<file path="config.mk">
export PLATFORM = sky130hd
export DESIGN_NAME = part_4_serial_adder
export DESIGN_NICKNAME = d
export VERILOG_FILES = /design/src/rtl/part_4_adder_pkg.sv /design/src/rtl/part_4_chunk_adder.sv /design/src/rtl/part_4_serial_adder.sv
export SDC_FILE = /design/constraint.sdc
export NUM_CORES = 1
export LEC_CHECK = 0
export ABC_AREA = 1
export BUFFER_PORTS_ARGS = -buffer_cell sky130_fd_sc_hd__buf_2
export CAP_MARGIN = 20
export CORE_ASPECT_RATIO = 1.25
export CORE_MARGIN = 8
export CORE_UTILIZATION = 51
export CTS_BUF_LIST = sky130_fd_sc_hd__clkbuf_2 sky130_fd_sc_hd__clkbuf_4 sky130_fd_sc_hd__clkbuf_8
export DETAILED_ROUTE_END_ITERATION = 8
export PLACE_DENSITY = 0.78
export SYNTH_ARGS = -nofsm -noshare
export SYNTH_HDL_FRONTEND = slang
export SYNTH_SLANG_ARGS = --single-unit
export TNS_END_PERCENT = 20
</file>
<file path="constraint.sdc">
create_clock -name clk -period 2.36 [get_ports clk]
set_input_delay 0.118 -clock clk [delete_from_list [all_inputs] [get_ports clk]]
set_output_delay 0.118 -clock clk [all_outputs]
set_load 0.005 [all_outputs]
</file>
<file path="src/rtl/part_4_adder_pkg.sv">
// rtl/part_4_adder_pkg.sv - shared state encoding and helpers for the serial adder
package part_4_adder_pkg;

  // FSM encoding shared by the top level and anything that observes its state
  typedef enum logic [1:0] {
    IDLE = 2'd0,
    RUN  = 2'd1,
    DONE = 2'd2
  } state_e;

  // Ceiling log2; returns 0 for values of 0 or 1, callers clamp to a 1-bit minimum
  function automatic int clog2(input int value);
    int result;
    int v;
    result = 0;
    v = value - 1;
    while (v > 0) begin
      result = result + 1;
      v = v >> 1;
    end
    return result;
  endfunction

endpackage

</file>
<file path="src/rtl/part_4_chunk_adder.sv">
// rtl/part_4_chunk_adder.sv - combinational CHUNK-bit adder slice with carry in/out
module part_4_chunk_adder #(
  parameter int CHUNK = 8
) (
  input  logic [CHUNK-1:0] a,
  input  logic [CHUNK-1:0] b,
  input  logic             cin,
  output logic [CHUNK-1:0] s,
  output logic             cout
);

  // One extra bit of headroom captures the carry out of the slice
  always_comb begin
    {cout, s} = {1'b0, a} + {1'b0, b} + {{CHUNK{1'b0}}, cin};
  end

endmodule

</file>
<file path="src/rtl/part_4_serial_adder.sv">
// rtl/part_4_serial_adder.sv - multi-cycle add/subtract, CHUNK bits per clock
module part_4_serial_adder
  import part_4_adder_pkg::*;
#(
  parameter int WIDTH = 32,
  parameter int CHUNK = 8
) (
  input  logic             clk,
  input  logic             rst,
  input  logic             in_valid,
  output logic             in_ready,
  input  logic [WIDTH-1:0] a,
  input  logic [WIDTH-1:0] b,
  input  logic             sub,
  output logic             out_valid,
  input  logic             out_ready,
  output logic [WIDTH-1:0] sum,
  output logic             carry_out,
  output logic             overflow
);

  localparam int NCHUNK = WIDTH / CHUNK;
  localparam int IDXW   = (clog2(NCHUNK) < 1) ? 1 : clog2(NCHUNK);
  localparam logic [IDXW-1:0] LAST_IDX = IDXW'(NCHUNK - 1);

  // Reject geometries where the chunks would not tile the operand exactly
  generate
    if (WIDTH < 2 || CHUNK < 1 || (WIDTH % CHUNK) != 0) begin : g_bad_params
      $error("part_4_serial_adder: WIDTH must be >= 2 and a multiple of CHUNK");
    end
  endgenerate

  state_e            state;
  state_e            state_next;
  logic [WIDTH-1:0]  a_r;
  logic [WIDTH-1:0]  b_r;
  logic [WIDTH-1:0]  sum_r;
  logic              carry;
  logic [IDXW-1:0]   idx;
  logic              carry_out_r;
  logic              overflow_r;
  logic [CHUNK-1:0]  chunk_a;
  logic [CHUNK-1:0]  chunk_b;
  logic [CHUNK-1:0]  chunk_s;
  logic              chunk_c;

  // Select the operand slices for the chunk being processed this cycle
  always_comb begin
    chunk_a = a_r[idx*CHUNK +: CHUNK];
    chunk_b = b_r[idx*CHUNK +: CHUNK];
  end

  part_4_chunk_adder #(.CHUNK(CHUNK)) u_chunk_adder (
    .a    (chunk_a),
    .b    (chunk_b),
    .cin  (carry),
    .s    (chunk_s),
    .cout (chunk_c)
  );

  // State register; reset wins over any handshake in the same cycle
  always_ff @(posedge clk) begin
    if (rst) begin
      state <= IDLE;
    end else begin
      state <= state_next;
    end
  end

  // Next-state: accept in IDLE, step through chunks in RUN, hold DONE until consumed
  always_comb begin
    state_next = state;
    case (state)
      IDLE:    if (in_valid)        state_next = RUN;
      RUN:     if (idx == LAST_IDX) state_next = DONE;
      DONE:    if (out_ready)       state_next = IDLE;
      default:                      state_next = IDLE;
    endcase
  end

  // Handshake outputs are pure state decodes, so no input reaches them combinationally
  always_comb begin
    in_ready  = (state == IDLE);
    out_valid = (state == DONE);
  end

  // Operand capture, chunk-by-chunk accumulation and flag capture on the final chunk
  always_ff @(posedge clk) begin
    if (rst) begin
      a_r         <= '0;
      b_r         <= '0;
      sum_r       <= '0;
      carry       <= 1'b0;
      idx         <= '0;
      carry_out_r <= 1'b0;
      overflow_r  <= 1'b0;
    end else begin
      case (state)
        IDLE: begin
          if (in_valid) begin
            // Subtraction is a + ~b + 1: invert b here and seed the carry with 1
            a_r   <= a;
            b_r   <= sub ? ~b : b;
            carry <= sub;
            sum_r <= '0;
            idx   <= '0;
          end
        end
        RUN: begin
          sum_r[idx*CHUNK +: CHUNK] <= chunk_s;
          carry <= chunk_c;
          idx   <= idx + 1'b1;
          if (idx == LAST_IDX) begin
            // The top bit of the final chunk is the result sign bit
            carry_out_r <= chunk_c;
            overflow_r  <= (a_r[WIDTH-1] == b_r[WIDTH-1]) &&
                           (chunk_s[CHUNK-1] != a_r[WIDTH-1]);
          end
        end
        default: begin
        end
      endcase
    end
  end

  assign sum       = sum_r;
  assign carry_out = carry_out_r;
  assign overflow  = overflow_r;

endmodule

</file>
==> impl_metrics.toml <==
[logic_synthesis]
syn_nets = 731
ys.flop_type = "dfxtp_1"
yosysTopAreaCell = "dfxtp_1"
yosys-top-cells-area = "dfxtp_1 41%, nor2_1 9.8%, nand2_1 7.2%"
synth_commonest_cells = "130 x nor2_1, 103 x dfxtp_1, 96 x nand2_1"
syn_area_mm2 = 0.004984
ys_seq_area_share_pct = 41.38
yosysMostFrequentCell = "nor2_1"
synth_edf_count = 0
yosys_warnings = 0
syn_inst = 649
synth_seq_cells = 103
avgSynthCellArea_um2 = 7.679
synthDistinctLibCells = 38
async_flop_share_pct = 0
synth_top_area_share_pct = 41.38

[pwr]
leakagePower_uw = 0.002640
power_per_cell_area_mw_per_mm2 = 689.6
ir_drop_v = 0.0003675

[min_path]
hold_depth = 3
hp-class = "primary input to register"

[setup_path]
crit_buf_inv = 2
end_kind = "register"
crit_path_max_incr_delay_ps = 460
cp_slowest_cell = "fa_2"
start_kind = "register"
crit_family = "adder cells"
critPathMaxFanout = 8
r2r_cells = 9
crit_path_frequent_cell = "fa_2"
required_ps = 2650
crit_cells = 9
setup.worst_path.class = "register to register"
crit_path_cell_trace = "inv_4 -> o21ai_0 -> o22ai_2 -> fa_2 -> inv_1 -> fa_2 -> nor3_4 -> nand2_1 -> a21oi_1"
timing.critical_path.arrival_ps = 2550

[drt]
vias = 4705
wl_per_cell_um = 14.83
drtIter0Drc = 300
drcViolationCount = 0
drt-total-wl_mm = 13.21
vias_per_cell = 5.281
dr.pass1.iters = 5
ant_nets = 0

[final_layout]
drive_above_1_share_pct = 27.58
nets = 842
final-seq-area_mm2 = 0.002067
fin_area_mm2 = 0.006132
fillers = 858
diodes = 0
multiInputGateArea_mm2 = 0.002685
syn_to_final_growth_pct = 23.05

[grt]
grt_overflow_total = 0
grt_start_max_net_pins = 96
grt_use_total_pct = 19.74
antenna_found_initial = 0
grt_first_pass_wirelength_mm = 21.69
grt_pass1_vias = 4637

[cts]
clkSinkCount = 103
cts_buffer_depth = 2
cts_tree = "yes"
h-tree-depth = 3
worstSkewPairLatency_ps = 370
cts_root_buf = "clkbuf_8"
numCtsBuffers = 9
clkTransAtPathRegs_ps = 100

[sta]
setup_viol = 0
period_minus_slack_ps = 2258
finalHoldViolCount = 0
drv_slew = 0
max_slew_margin_pct = 42.20
max_freq_mhz = 442.9
worst_pin_slew_ps = 866.1
setup_ws_ps = 102.3
final.setup_skew_ps = 13.66
timing.final.crit_share_pct = 95.67

[floorplanning]
die_y_um = 126.5
rows = 40
start_util_pct = 52.13
fp.coreArea_mm2 = 0.009559
ios = 105
die_x_um = 104.4
die_area_mm2 = 0.01321

[placed_design]
place_hpwl_mm = 9.705
dpl_worst_slack_ps = -96.67
placed_cell_area_mm2 = 0.005647
portBuffers = 104
gp_congestion = 0.8803

[run]
cap_violations = 0

[outcome]
status = "finished clean"
-- worst paths after layout --
check | from | end | slack, ps
setup / recovery | idx[0] | sum[9] | 100
hold / removal | a[18] | a_r[18] | 9
setup reg to reg | idx[0] | sum[9] | 100
hold reg to reg | sum[24] | sum[24] | 470
-- worst register-to-register path: stages, from the launching register on --
cell and delay [ps]:
dfxtp_4 400, inv_4 60, o21ai_0 200, o22ai_2 120, fa_2 400, inv_1 90, fa_2 460, nor3_4 220
nand2_1 80, a21oi_1 150
-- logic make-up after synthesis --
family / after synthesis / share of synthesized area, %
AND/OR/NAND/NOR: 263 / 22.09
AO/OA/AOI/OAI: 156 / 19.66
flip-flops: 103 / 41.38
buffers and inverters: 79 / 6.854
XOR/XNOR: 35 / 6.453
adder cells (fa/ha/maj): 13 / 3.565
-- registers in the layout, indices dropped and copies added, names as in the netlist --
register and count:
a_r 32, b_r 32, sum 32, idx 2, state 2, carry 1, carry_out 1, overflow 1
-- cell usage in the layout (no fill, tap or decap), types with 3 or more instances in the layout --
cell type and count:
nand3_2 3, buf_4 21, a21oi_1 41, nand4_1 9
nor2_4 3, a211oi_1 13, inv_1 27, nand2_1 92
dlygate4sd3_1 12, a211oi_2 18, dfxtp_1 101, inv_2 8
o21ai_1 7, nand3_1 12, nor2_1 128, xnor2_1 31
ha_1 10, nand2_2 9, o22ai_2 5, o22ai_1 9
clkbuf_8 10, buf_2 104, nor3_4 3, o21ai_0 56
nor2_2 3
-- layout make-up --
| class | count | area share (%) |
|---|---|---|
| Sequential cell | 103 | 33.71 |
| Timing Repair Buffer | 140 | 13.71 |
| Multi-Input combinational cell | 467 | 43.79 |
| Clock buffer | 12 | 2.489 |
| Tap cell | 126 | 2.571 |
| Clock inverter | 4 | 1.245 |
| Inverter | 39 | 2.489 |
-- where the power goes --
part	switching, µW	internal [µW]
Sequential	77.1	1850
Combinational	620	431
Clock	592	654
-- metrics by stage --
step / TNS (ps) / hold slack, ps / power [µW] / instances / utilization, %
floorplan: -7.807 / 282.5 / 2608 / 649 / -
global placement: -139.4 / 367.9 / 2904 / 861 / 59.07
detailed placement: -203.9 / 377.3 / 2929 / 861 / 59.07
CTS: 0 / 0.6316 / 4173 / 889 / 62.84
global route: -39.06 / 11.33 / 4446 / 891 / 64.15
finish: 0 / 9.499 / 4229 / 891 / 64.15
-- timing repair --
| action | in CTS | in global routing |
|---|---|---|
| gates resized for setup | 5 | 32 |
| endpoints found under the setup margin | 7 | 27 |
| buffers inserted | 0 | 2 |
| hold buffers | 12 | 0 |
| hold endpoints to repair | 12 | 0 |
| pin swaps | 0 | 6 |
-- per-layer routing --
metal	vias to the layer above	share of wire (%)	GRT usage, %
li1	2362	-	-
met1	2157	41	21.84
met2	154	51	33.90
met3	32	5.4	4.559
met4	0	3.4	11.61
met5	-	0	0
Power figures use the tool's default switching activity.
